File: src/rtl/enc_frame_packer_if.sv
// Symbol-in / frame-out handshake bundle of the encoder-to-decoder frame packer.
interface enc_frame_packer_if #(
  parameter int MAX_CODE_RATE = 3,
  parameter int FRAME_SYMS    = 8,
  parameter int FRAME_W       = MAX_CODE_RATE * FRAME_SYMS
);
  logic [MAX_CODE_RATE-1:0] i_sym;
  logic                     i_sym_valid;
  logic                     o_sym_ready;
  logic                     i_flush;
  logic [FRAME_W-1:0]       o_frame;
  logic [3:0]               o_frame_len;
  logic [1:0]               o_frame_rate;
  logic                     o_frame_valid;
  logic                     i_frame_ready;
  logic                     o_overflow;

  modport master (
    output i_sym, i_sym_valid, i_flush, i_frame_ready,
    input  o_sym_ready, o_frame, o_frame_len, o_frame_rate, o_frame_valid, o_overflow
  );

  modport slave (
    input  i_sym, i_sym_valid, i_flush, i_frame_ready,
    output o_sym_ready, o_frame, o_frame_len, o_frame_rate, o_frame_valid, o_overflow
  );
endinterface

File: src/rtl/enc_frame_packer.sv
// Packs code symbols LSB-first into frames held in a two-entry ping-pong buffer,
// presenting completed frames downstream over valid/ready.
module enc_frame_packer #(
  parameter int MAX_CODE_RATE = 3,
  parameter int FRAME_SYMS    = 8,
  parameter int FRAME_W       = MAX_CODE_RATE * FRAME_SYMS
) (
  input  logic               sys_clk,
  input  logic               rst,
  input  logic               en,
  input  logic [1:0]         i_code_rate,
  enc_frame_packer_if.slave  bus
);
  localparam int CNT_W = 4;
  localparam int SH_W  = $clog2(FRAME_W) + 1;

  logic [FRAME_W-1:0] buf_data [2];
  logic [CNT_W-1:0]   buf_len  [2];
  logic [1:0]         buf_rate [2];
  logic               wp;
  logic               rp;
  logic [1:0]         full_cnt;
  logic [CNT_W-1:0]   fill_cnt;
  logic               overflow;

  logic               sym_ready;
  logic               frame_valid;
  logic               take;
  logic               complete;
  logic               flush_take;
  logic               close;
  logic               xfer;
  logic [1:0]         cur_rate;
  logic [SH_W-1:0]    shamt;
  logic [FRAME_W-1:0] sym_word;
  logic [CNT_W-1:0]   fill_nxt;

  function automatic logic [1:0] dec_rate(input logic [1:0] r);
    return (r == 2'd3) ? 2'd3 : 2'd2;
  endfunction

  function automatic logic [MAX_CODE_RATE-1:0] mask_sym(input logic [1:0] r,
                                                        input logic [MAX_CODE_RATE-1:0] s);
    logic [MAX_CODE_RATE-1:0] m;
    for (int b = 0; b < MAX_CODE_RATE; b++) m[b] = (b < int'(r)) ? s[b] : 1'b0;
    return m;
  endfunction

  assign sym_ready   = (full_cnt != 2'd2);
  assign frame_valid = (full_cnt != 2'd0);

  always_comb begin
    take       = en & bus.i_sym_valid & sym_ready;
    // The rate is captured by the first symbol of a buffer and frozen for the rest of it.
    cur_rate   = (fill_cnt == '0) ? dec_rate(i_code_rate) : buf_rate[wp];
    shamt      = SH_W'(fill_cnt) * SH_W'(cur_rate);
    sym_word   = FRAME_W'(mask_sym(cur_rate, bus.i_sym)) << shamt;
    fill_nxt   = fill_cnt + CNT_W'(take);
    complete   = take & (fill_nxt == CNT_W'(FRAME_SYMS));
    flush_take = en & bus.i_flush & (fill_nxt != '0) & sym_ready;
    close      = complete | flush_take;
    xfer       = frame_valid & bus.i_frame_ready;
  end

  always_ff @(posedge sys_clk or negedge rst) begin
    if (!rst) begin
      for (int i = 0; i < 2; i++) begin
        buf_data[i] <= '0;
        buf_len[i]  <= '0;
        buf_rate[i] <= 2'd2;
      end
      wp       <= 1'b0;
      rp       <= 1'b0;
      full_cnt <= 2'd0;
      fill_cnt <= '0;
      overflow <= 1'b0;
    end else begin
      // A buffer is only written while it is the fill side, so the first symbol
      // overwrites whatever an earlier, already delivered frame left behind.
      if (take) begin
        buf_data[wp] <= (fill_cnt == '0) ? sym_word : (buf_data[wp] | sym_word);
        if (fill_cnt == '0) buf_rate[wp] <= cur_rate;
      end
      if (close) begin
        buf_len[wp] <= fill_nxt;
        wp          <= ~wp;
        fill_cnt    <= '0;
      end else begin
        fill_cnt <= fill_nxt;
      end
      if (xfer) rp <= ~rp;
      full_cnt <= full_cnt + {1'b0, close} - {1'b0, xfer};
      if (en & bus.i_sym_valid & ~sym_ready) overflow <= 1'b1;
    end
  end

  assign bus.o_sym_ready   = sym_ready;
  assign bus.o_frame_valid = frame_valid;
  assign bus.o_frame       = buf_data[rp];
  assign bus.o_frame_len   = buf_len[rp];
  assign bus.o_frame_rate  = buf_rate[rp];
  assign bus.o_overflow    = overflow;
endmodule

File: src/flat_wrapper.sv
// flat-port wrapper written by rule: the top's interface ports become plain ports
module enc_frame_packer_flat 
#(
  parameter int MAX_CODE_RATE = 3,
  parameter int FRAME_SYMS    = 8,
  parameter int FRAME_W       = MAX_CODE_RATE * FRAME_SYMS
)
  (sys_clk, rst, en, i_code_rate, bus_i_sym, bus_i_sym_valid, bus_i_flush, bus_i_frame_ready, bus_o_sym_ready, bus_o_frame, bus_o_frame_len, bus_o_frame_rate, bus_o_frame_valid, bus_o_overflow);
  enc_frame_packer_if #(.MAX_CODE_RATE(MAX_CODE_RATE), .FRAME_SYMS(FRAME_SYMS), .FRAME_W(FRAME_W)) bus_i ();
  input  logic sys_clk;
  input  logic rst;
  input  logic en;
  input  logic [1:0] i_code_rate;
  input wire logic [$bits(bus_i.i_sym)-1:0] bus_i_sym;
  input wire logic [$bits(bus_i.i_sym_valid)-1:0] bus_i_sym_valid;
  input wire logic [$bits(bus_i.i_flush)-1:0] bus_i_flush;
  input wire logic [$bits(bus_i.i_frame_ready)-1:0] bus_i_frame_ready;
  output wire logic [$bits(bus_i.o_sym_ready)-1:0] bus_o_sym_ready;
  output wire logic [$bits(bus_i.o_frame)-1:0] bus_o_frame;
  output wire logic [$bits(bus_i.o_frame_len)-1:0] bus_o_frame_len;
  output wire logic [$bits(bus_i.o_frame_rate)-1:0] bus_o_frame_rate;
  output wire logic [$bits(bus_i.o_frame_valid)-1:0] bus_o_frame_valid;
  output wire logic [$bits(bus_i.o_overflow)-1:0] bus_o_overflow;
  assign bus_i.i_sym = bus_i_sym;
  assign bus_i.i_sym_valid = bus_i_sym_valid;
  assign bus_i.i_flush = bus_i_flush;
  assign bus_i.i_frame_ready = bus_i_frame_ready;
  assign bus_o_sym_ready = bus_i.o_sym_ready;
  assign bus_o_frame = bus_i.o_frame;
  assign bus_o_frame_len = bus_i.o_frame_len;
  assign bus_o_frame_rate = bus_i.o_frame_rate;
  assign bus_o_frame_valid = bus_i.o_frame_valid;
  assign bus_o_overflow = bus_i.o_overflow;
  enc_frame_packer #(.MAX_CODE_RATE(MAX_CODE_RATE), .FRAME_SYMS(FRAME_SYMS), .FRAME_W(FRAME_W)) u_core (.sys_clk(sys_clk), .rst(rst), .en(en), .i_code_rate(i_code_rate), .bus(bus_i));
endmodule
File: config.mk
export PLATFORM = sky130hd
export DESIGN_NAME = enc_frame_packer_flat
export DESIGN_NICKNAME = d
export VERILOG_FILES = /design/src/rtl/enc_frame_packer_if.sv /design/src/rtl/enc_frame_packer.sv /design/src/flat_wrapper.sv
export SDC_FILE = /design/constraint.sdc
export NUM_CORES = 1
export LEC_CHECK = 0
export CORE_UTILIZATION = 58
export CTS_BUF_LIST = sky130_fd_sc_hd__clkbuf_8
export CTS_CLUSTER_DIAMETER = 80
export DETAILED_ROUTE_END_ITERATION = 12
export PLACE_DENSITY = 0.93
export SYNTH_ARGS = -nofsm -noshare
export SYNTH_HDL_FRONTEND = slang
export SYNTH_SLANG_ARGS = --single-unit
File: constraint.sdc
create_clock -name sys_clk -period 4.3 [get_ports sys_clk]
set_input_delay 0.86 -clock sys_clk [delete_from_list [all_inputs] [get_ports sys_clk]]
set_output_delay 0.86 -clock sys_clk [all_outputs]
set_load 0.01 [all_outputs]
=== Yosys cells after proc, flatten, opt, wreduce, memory -nomap -nowiden ===
Cells that the tools add are included.

* Add/subtract/negate cells: 3
* Multiply operators: 1
* Order comparisons: 6
* Equality and inequality tests: 3
* Shifts and indexed selects: 1
* Mux-type cells: 31
* Bitwise gates (word level): 15
* Reduce and logical (&&, ||, !) cells: 5

{| class="wikitable"
|+ Operators by type and width
! cell !! number
|-
| $mux W24 || 8
|-
| $bwmux W48 || 1
|-
| $demux W24 S1 || 1
|-
| $or A24 B24 Y24 || 1
|-
| $shl A3 B6 Y24 || 1
|-
| $mux W4 || 5
|-
| $mux W2 || 8
|-
| $and A1 B1 Y1 || 8
|-
| $bwmux W8 || 1
|-
| $mul A4 B2 Y6 || 1
|-
| $add A4 B1 Y4 || 1
|-
| $bwmux W4 || 1
|-
| $demux W4 S1 || 1
|-
| $eq A4 B4 Y1 const B || 1
|-
| $ge A2 B2 Y1 const B || 2
|-
| $logic_not A4 Y1 || 1
|-
| $lt A1 B2 Y1 const A || 2
|-
| $mux W1 || 4
|-
| $not A1 Y2 || 2
|-
| $reduce_bool A4 Y1 || 1
|-
| $not A1 Y1 || 3
|-
| $add A2 B1 Y2 || 1
|-
| $demux W2 S1 || 1
|-
| $eq A2 B2 Y1 const B || 1
|-
| 8 further kinds || 8
|}

* Register bits: 69
* Word-level logic and storage cells: 76

=== Depth between registers and ports, before layout ===
* Depth after elaboration: 11
* Mapped depth: 14
* Gate-level depth less buffers: 12

=== Least setup slack after synthesis ===
No wires, ideal clock.

* Path type: reg2reg
* Start point: register u_core.wp
* End point: register u_core.buf_data[14] in the netlist's numbering
* Setup time: 0.076 ns
* Data arrival time: 3.090 ns
* Data required time: 4.224 ns
* Slack: 1.133 ns
* Cell stages (with the launch flop): 15
* Path buffers: 4
* Clock period less this slack: 3.167 ns
* Cell sequence: dfrtp_1 buf_6 mux2_4 buf_6 and2_1 ha_1 fa_1 clkbuf_1 or3b_2 a211oi_1 a211o_1 and2_1 buf_2 inv_1 o21ai_1

* Longest elaborated chain between the ends: 11
* Elaborated cells between the ends (all ways): 24

{| class="wikitable"
|+ RTL lines
! what !! line !! RTL
|-
| start, declared || enc_frame_packer.sv:20 || <nowiki>logic wp;</nowiki>
|-
| start signal, assigned || enc_frame_packer.sv:86 || <nowiki>wp <= ~wp;</nowiki>
|-
| $not A1 Y2 * || enc_frame_packer.sv:55, enc_frame_packer.sv:81 ||
|-
| parallel branches: the longest is 9 deep, another holds $mul A4 B2 Y6 || -- ||
|-
| $bwmux W48 * || enc_frame_packer.sv:81 || <nowiki>buf_data[wp] <= (fill_cnt == '0) ? sym_word : (buf_data[wp] | sym_word);</nowiki>
|-
| end signal, assigned by index || enc_frame_packer.sv:81 ||
|-
| end, declared || enc_frame_packer.sv:17 || <nowiki>logic [FRAME_W-1:0] buf_data [2];</nowiki>
|}

Mark *: on every way between the ends. The select of a mux whose other input is x is not followed.
A chain may end at the register's enable or synchronous reset.

=== Final worst setup path ===
* Start point: register u_core.wp
* End point: register u_core.buf_data[13] in the netlist's numbering

Same word-level chain as after synthesis.

==> metrics <==
Clock Latency Late Sink=around 350 ps; port bufs=43; placed insts=440; # DRC=0; dpl cell area=4140 µm²; worst-margin pin slew=1020 ps; Clock power frac=0.192; Filler Cell Count=between 400 and 500; critical path class=register to register; Avg Cell Area, Syn=10.9 µm²; routability congestion estimate=0.858; Clock Skews=9.12 ps; Synth Register Bits=69; DRT Pass-1 Iters=5; LEAKAGE=1.97 nW; Clk pin slew, worst setup/hold paths=70 ps; Vias/cell=slightly above 6; internal power=1.52 mW; Clock Path Buffers=2; Nets=395; P&R area growth vs syn=17.1%; CTS Hold Bufs=0; Antenna Cells=0; Starting DRT DRC Count=roughly 250; Tmin final=3610 ps; CTS tree=built; multi-input logic area=1830 µm²; Synth Instances=~340; Max VDD drop=383 µV; Die Area=between 6000 and 7000 µm²; outcome=finished clean; core area=roughly 6000 µm²; post-CTS sizing=0; Top Metal Used=met4; syn nets=356; clock sink count=69; Synth Flop Type=dfrtp_1; total track usage=0.276; pre-CTS setup slack=between 500 and 600 ps; Final Hold Vio Count=0; Max-slew headroom=0.319; grt ovf=0; Die Wd=81.7 µm; DP Wirelength=5780 µm; Initial Util=0.612; routed wire length=8230 µm; Warnings, synthesis=0; met3 wire length=454 µm; fin crit share=0.839; Seq pwr share=0.382; Slew Viols, Final=0; register area=1730 µm²; Crit. End Element=register; routed wire length per instance=18.1 µm; Max stage delay on crit path=690 ps; Highest Clock Rate=277 MHz; Final ANT Viol Nets=0; Max-Cap Viols=0; # IOs=44; fin cells=456; Sw Ratio=0.376; Post-CTS Repair Setup Buffers=0; CTS buffer count=9; vias in the first global route=2758; post-route cell area=4320 µm²; WP data arrival=3890 ps; ys async rst share=1.00; M1 WL=roughly 3500 µm; vias after detailed routing=2766; RSZ-0062 raised after global routing=no; initial antenna violation count=0; Max FO, Critical Path=11; mapped cell area=approximately 3700 µm²; CP max-delay cell=dfrtp_1; die height=81.7 µm; Core Rows=28; endpoints failing setup=0; H-tree Lvls=3; Worst Path Required=4580 ps; share of cells above drive strength 1=0.215; pin count of the biggest net entering global routing=48; first-pass GRT wire length=13500 µm; root buf cell=clkbuf_8; Post-synth EDFFs=0; met2 wire len=4170 µm; most used cell, CP=and2_1; Final TNS setup=0 ps; final worst slack=694 ps; Gate power share=0.426; Seq/Total Area, Yosys=0.469; P_sw=~920 µW; PwrDens=566 nW/µm²; Startpoint Class=register; Synth cell types=about 60; Fin Hold WS=roughly 480 ps; worst hold path type=register to register; crit-path cells=mux2_2 > and2_1 > ha_1 > fa_1 > or3b_2 > a211oi_1 > a211o_1 > and2_1 > inv_1 > o21ai_1
through the flow:
stage | util | power, mW
after floorplan | - | 1.62
after global placement | 0.687 | 1.94
after detailed placement | 0.687 | 1.98
after CTS | 0.717 | 2.46
after global routing | 0.717 | 2.59
final | 0.717 | 2.44
cell type report:
cell class / count / share of cell area
Clock buffer: 10 / 0.0319
Clock inverter: 6 / 0.00898
Inverter: 8 / 0.00695
Multi-Input combinational cell: 241 / 0.425
Sequential cell: 69 / 0.400
Tap cell: 75 / 0.0217
Timing Repair Buffer: 47 / 0.105
metal layers:
layer | up-vias | global-route usage
met5 | - | 0
met4 | 0 | 0.123
met3 | 17 | 0.0600
met2 | 86 | 0.476
met1 | 1366 | 0.329
li1 | 1297 | -
state kept, by name, summed over array words and instances, names as in the netlist:
name                   flops
u_core.buf_rate            4
u_core.full_cnt            2
u_core.buf_data           48
u_core.fill_cnt            4
u_core.bus.o_overflow      1
u_core.rp                  1
u_core.wp                  1
u_core.buf_len             8
power groups by stage:
stage | sequential, mW | combinational (mW) | clock (mW)
after floorplan | 0.875 | 0.742 | 0
after global placement | 0.930 | 1.01 | 0
after detailed placement | 0.942 | 1.04 | 0
after CTS | 0.932 | 1.04 | 0.479
after global routing | 0.952 | 1.13 | 0.506
final | 0.934 | 1.04 | 0.469
final timing paths:
| path | from | end | slack [ps] | depth (start not counted) |
|---|---|---|---|---|
| worst max-delay path | u_core.wp | u_core.buf_data[13] | 690 | 10 |
| worst min-delay path | u_core.buf_data[16] | u_core.buf_data[16] | 480 | 2 |
| worst max register to register | u_core.wp | u_core.buf_data[13] | 690 | 10 |
| worst min register to register | u_core.buf_data[16] | u_core.buf_data[16] | 480 | 2 |
| max in group asynchronous | rst | u_core.buf_rate[1] | 2670 | 2 |
| min in group asynchronous | rst | u_core.buf_data[29] | 680 | 1 |
kinds of logic (layout without fill, tap and decap cells):
kind of cell / Yosys count / in the layout / share of synthesized area
and+or+nand+nor: 99 / 99 / 0.143
muxes: 49 / 49 / 0.149
AOI/OAI and AO/OA: 78 / 78 / 0.159
DFF: 69 / 69 / 0.469
buffers and inverters: 27 / 71 / 0.0339
adders and majority gates: 8 / 8 / 0.0292
xor gates and xnor gates: 7 / 7 / 0.0166
worst max-delay path, delay by kind of cell (launching register included):
family / cells / cell delay (ps)
flops: 1 / 690
simple gates: 3 / 980
compound gates: 3 / 560
fa+ha+maj: 2 / 730
buf+inv: 1 / 100
mux: 1 / 480
cells in the mapped netlist, types with 2 or more instances:
library cell   n  share of area
dfrtp_1       67           0.45
mux2_2        44           0.13
nand2_1       37          0.038
a22o_1        26          0.062
nor2_1        16          0.016
o21ai_0       15          0.020
and2_1        11          0.019
clkbuf_1       9         0.0092
inv_1          8         0.0081
a21oi_1        7         0.0095
ha_1           7          0.024
a22oi_1        5          0.010
nand3_1        5         0.0068
xnor2_1        5          0.012
buf_2          4         0.0054
mux2i_1        4          0.011
nor2b_1        4         0.0068
and2_0         3         0.0051
buf_1          3         0.0031
nand2b_1       3         0.0051
nand4_1        3         0.0051
nor3_1         3         0.0041
o21ai_1        3         0.0041
a211oi_1       2         0.0041
a21o_1         2         0.0041
and2b_1        2         0.0041
buf_6          2         0.0061
dfstp_2        2          0.014
nor3_2         2         0.0054
nor3b_1        2         0.0041
o22ai_1        2         0.0034
xor2_1         2         0.0048
layout by cell type (no fill, tap or decap), types with 4 or more instances in the layout:
cell and instances:
clkbuf_8 10, dfrtp_1 67, xnor2_1 5, nor2b_1 4, o21ai_0 15, nand3_1 5
mux2i_1 4, a21oi_1 7, a22o_1 26, and2_1 11, ha_1 7, a22oi_1 5
clkdlybuf4s50_1 42, nor2_1 16, mux2_2 44, nand2_1 37, inv_1 8, buf_4 4
Note: power is estimated with default switching activity, not from simulation.
==> RTL change (same settings) <==
`MAX_CODE_RATE` is set to 3 in 3 places; all go to 6.
--- a/src/rtl/enc_frame_packer_if.sv
+++ b/src/rtl/enc_frame_packer_if.sv
@@ -1,5 +1,5 @@
 // Symbol-in / frame-out handshake bundle of the encoder-to-decoder frame packer.
 interface enc_frame_packer_if #(
-  parameter int MAX_CODE_RATE = 3,
+  parameter int MAX_CODE_RATE = 6,
   parameter int FRAME_SYMS    = 8,
   parameter int FRAME_W       = MAX_CODE_RATE * FRAME_SYMS
--- a/src/rtl/enc_frame_packer.sv
+++ b/src/rtl/enc_frame_packer.sv
@@ -2,5 +2,5 @@
 // presenting completed frames downstream over valid/ready.
 module enc_frame_packer #(
-  parameter int MAX_CODE_RATE = 3,
+  parameter int MAX_CODE_RATE = 6,
   parameter int FRAME_SYMS    = 8,
   parameter int FRAME_W       = MAX_CODE_RATE * FRAME_SYMS
--- a/src/flat_wrapper.sv
+++ b/src/flat_wrapper.sv
@@ -2,5 +2,5 @@
 module enc_frame_packer_flat 
 #(
-  parameter int MAX_CODE_RATE = 3,
+  parameter int MAX_CODE_RATE = 6,
   parameter int FRAME_SYMS    = 8,
   parameter int FRAME_W       = MAX_CODE_RATE * FRAME_SYMS
Ports: changed (resized bus_i_sym and bus_o_frame); port bits go from 44 to 71. No check against the original RTL was run, so the function may have changed too.
==> RTL change against the original RTL <==
Routed wire length rose by 71%; clock skew rose by 0.0014 ns; power rose by 77%; count of clock-buffer cells in the layout rose by 9; die area rose by 55%; synthesized cell count rose by 49%; synthesized area rose by 57%; fmax rose by 1.1%; register-to-register slack improved by 0.14 ns; worst setup slack improved by 0.038 ns; sequential cell count rose by 48; cell area rose by 61%; critical path type is now primary input to register; critical endpoint is now u_core.buf_len[5]; largest cell class is now sequential cells; highest routed layer unchanged.
==> RTL change: results (changes against the original RTL) <==
Critical R2R Capture u_core.buf_data[16]; Clock Tree Root clkbuf_8; Hold Startpoint u_core.bus.o_overflow; Fin Clk Skew 0.01051 ns (+0.001393 ns); worst vdd ir 0.5609 mV (+47%); Final nets 588 (+49%); DP Area 6559 um^2 (+58%); Syn Nets 525 (+47%); IO buf count 67 (+56%); top flop regs u_core.buf_data: 96 flops, u_core.buf_len: 8 flops; flop2flop setup slack 0.83 ns (+0.14 ns); Synth cell types 58 (-1.7%); RD Place Congestion 0.9069 (+5.7%); R2R depth 9 (-1); largest net degree at the start of global routing 64 (+33%); CTS Buf Count 17 (+8); max incr delay on CP 0.55 ns (-0.14 ns); status completed; DRT Wirelength 14080 um (+71%); clock latency reported for the late side of the worst-skew pair 0.44 ns (+0.09 ns); Lkg Pwr 3.031 nW (+54%); Critical Path Start bus_i_sym_valid; slew margin rel. 0.4679 (+0.1488); vias 4602 (+66%); H-tree depth reported by CTS 4 (+1); total global routing track utilization 0.2902 (+0.01409); Clk pin slew, worst setup/hold paths 0.07 ns (about the same); hold-critical path depth 1 (-1); sequential cell area fraction in the yosys report 0.5061 (+0.03710); crit path to u_core.buf_len[5]; commonest cells in the netlist dfrtp_1 (115), mux2_2 (61), nand2_1 (58), a32o_1 (50), o21ai_0 (30); HPWL after DPL 9211 um (+59%); delay-heaviest family, CP compound AO/OA/AOI/OAI gates; CP max FO 9 (-2); fraction of layout cells with a size suffix above 1 0.2124 (-0.002788); Filler Cell Count 655 (+52%); antenna violations before repair 0 (unchanged); DRT iter0 DRCs 413 (+63%); global-route wire length before repair 22620 um (+67%); Slowest-stage cell, CP a311oi_4; worst path arrival time 3.89 ns (about the same); top cells by area, synth dfrtp_1 (50%), mux2_2 (12%), a32o_1 (8.6%); Post-CTS Setup Bufs 0 (unchanged); CTS resizes 0 (unchanged); maximum clock path buffer count 2 (unchanged); drt pass-1 iters 6 (+1)
[RTL change: cell count changes after synthesis, sizes merged, moves of 17 or more]
cell / unedited run / this run
a32o: 0 / 50
dfrtp: 67 / 115
a22o: 26 / 6
clkbuf: 9 / 28
mux2: 45 / 62
nand2: 37 / 58
[RTL change: logic make-up after synthesis]
logic type               synth area share
flip-flops                         0.5061
adder cells (fa/ha/maj)           0.01858
multiplexers                       0.1424
buffers and inverters             0.03587
AND/OR/NAND/NOR                    0.1065
XOR/XNOR                          0.01491
AO/OA/AOI/OAI                      0.1757
[RTL change: how the worst min path moves through the flow]
| stage | to | slack, ns |
|---|---|---|
| 2_1_floorplan | u_core.buf_data[41] | 0.44 |
| 3_3_place_gp | u_core.bus.o_overflow | 0.45 |
| 3_5_place_dp | u_core.bus.o_overflow | 0.46 |
| 4_1_cts | u_core.bus.o_overflow | 0.48 |
| 5_1_grt | u_core.bus.o_overflow | 0.50 |
| 6_report | u_core.bus.o_overflow | 0.47 |
[RTL change: area by class of cell]
| class | instances | share of cell area |
|---|---|---|
| Clock inverter | 13 | 0.01908 |
| Multi-Input combinational cell | 342 | 0.3815 |
| Inverter | 8 | 0.004319 |
| Sequential cell | 117 | 0.4216 |
| Tap cell | 133 | 0.02393 |
| Clock buffer | 19 | 0.03761 |
| Timing Repair Buffer | 80 | 0.1119 |
[RTL change: power breakdown]
part           internal, W  switching (W)  leakage, nW
logic             0.000803       0.000974         1.27
clock network     0.000540       0.000457        0.187
registers          0.00131       0.000235         1.57
total              0.00266        0.00167         3.03
[RTL change: through the flow]
step                        util  cells  hold WS, ns  setup slack [ns]
after floorplan                -    503       0.4429             1.113
after detailed placement  0.6741    680       0.4586            0.4099
after global placement    0.6741    680       0.4531            0.5337
final                     0.7146    712       0.4738            0.7322
after CTS                 0.7146    712       0.4788            0.7789
after global routing      0.7146    712       0.5026            0.6594
[RTL change: worst register-to-register path: cells and delay by family (launching register included)]
family                   cells  cell delay, ns
multiplexers                 2            1.01
AND/OR/NAND/NOR              3            0.77
adder cells (fa/ha/maj)      2            0.63
flip-flops                   1            0.49
AO/OA/AOI/OAI                2            0.47
[RTL change: layer usage]
| metal | vias to the layer above | share of wire | GRT usage |
|---|---|---|---|
| li1 | 2010 | - | - |
| met1 | 2315 | 0.40 | 0.3659 |
| met2 | 244 | 0.51 | 0.4678 |
| met3 | 33 | 0.069 | 0.07866 |
| met4 | 0 | 0.022 | 0.1396 |
| met5 | - | 0 | 0 |
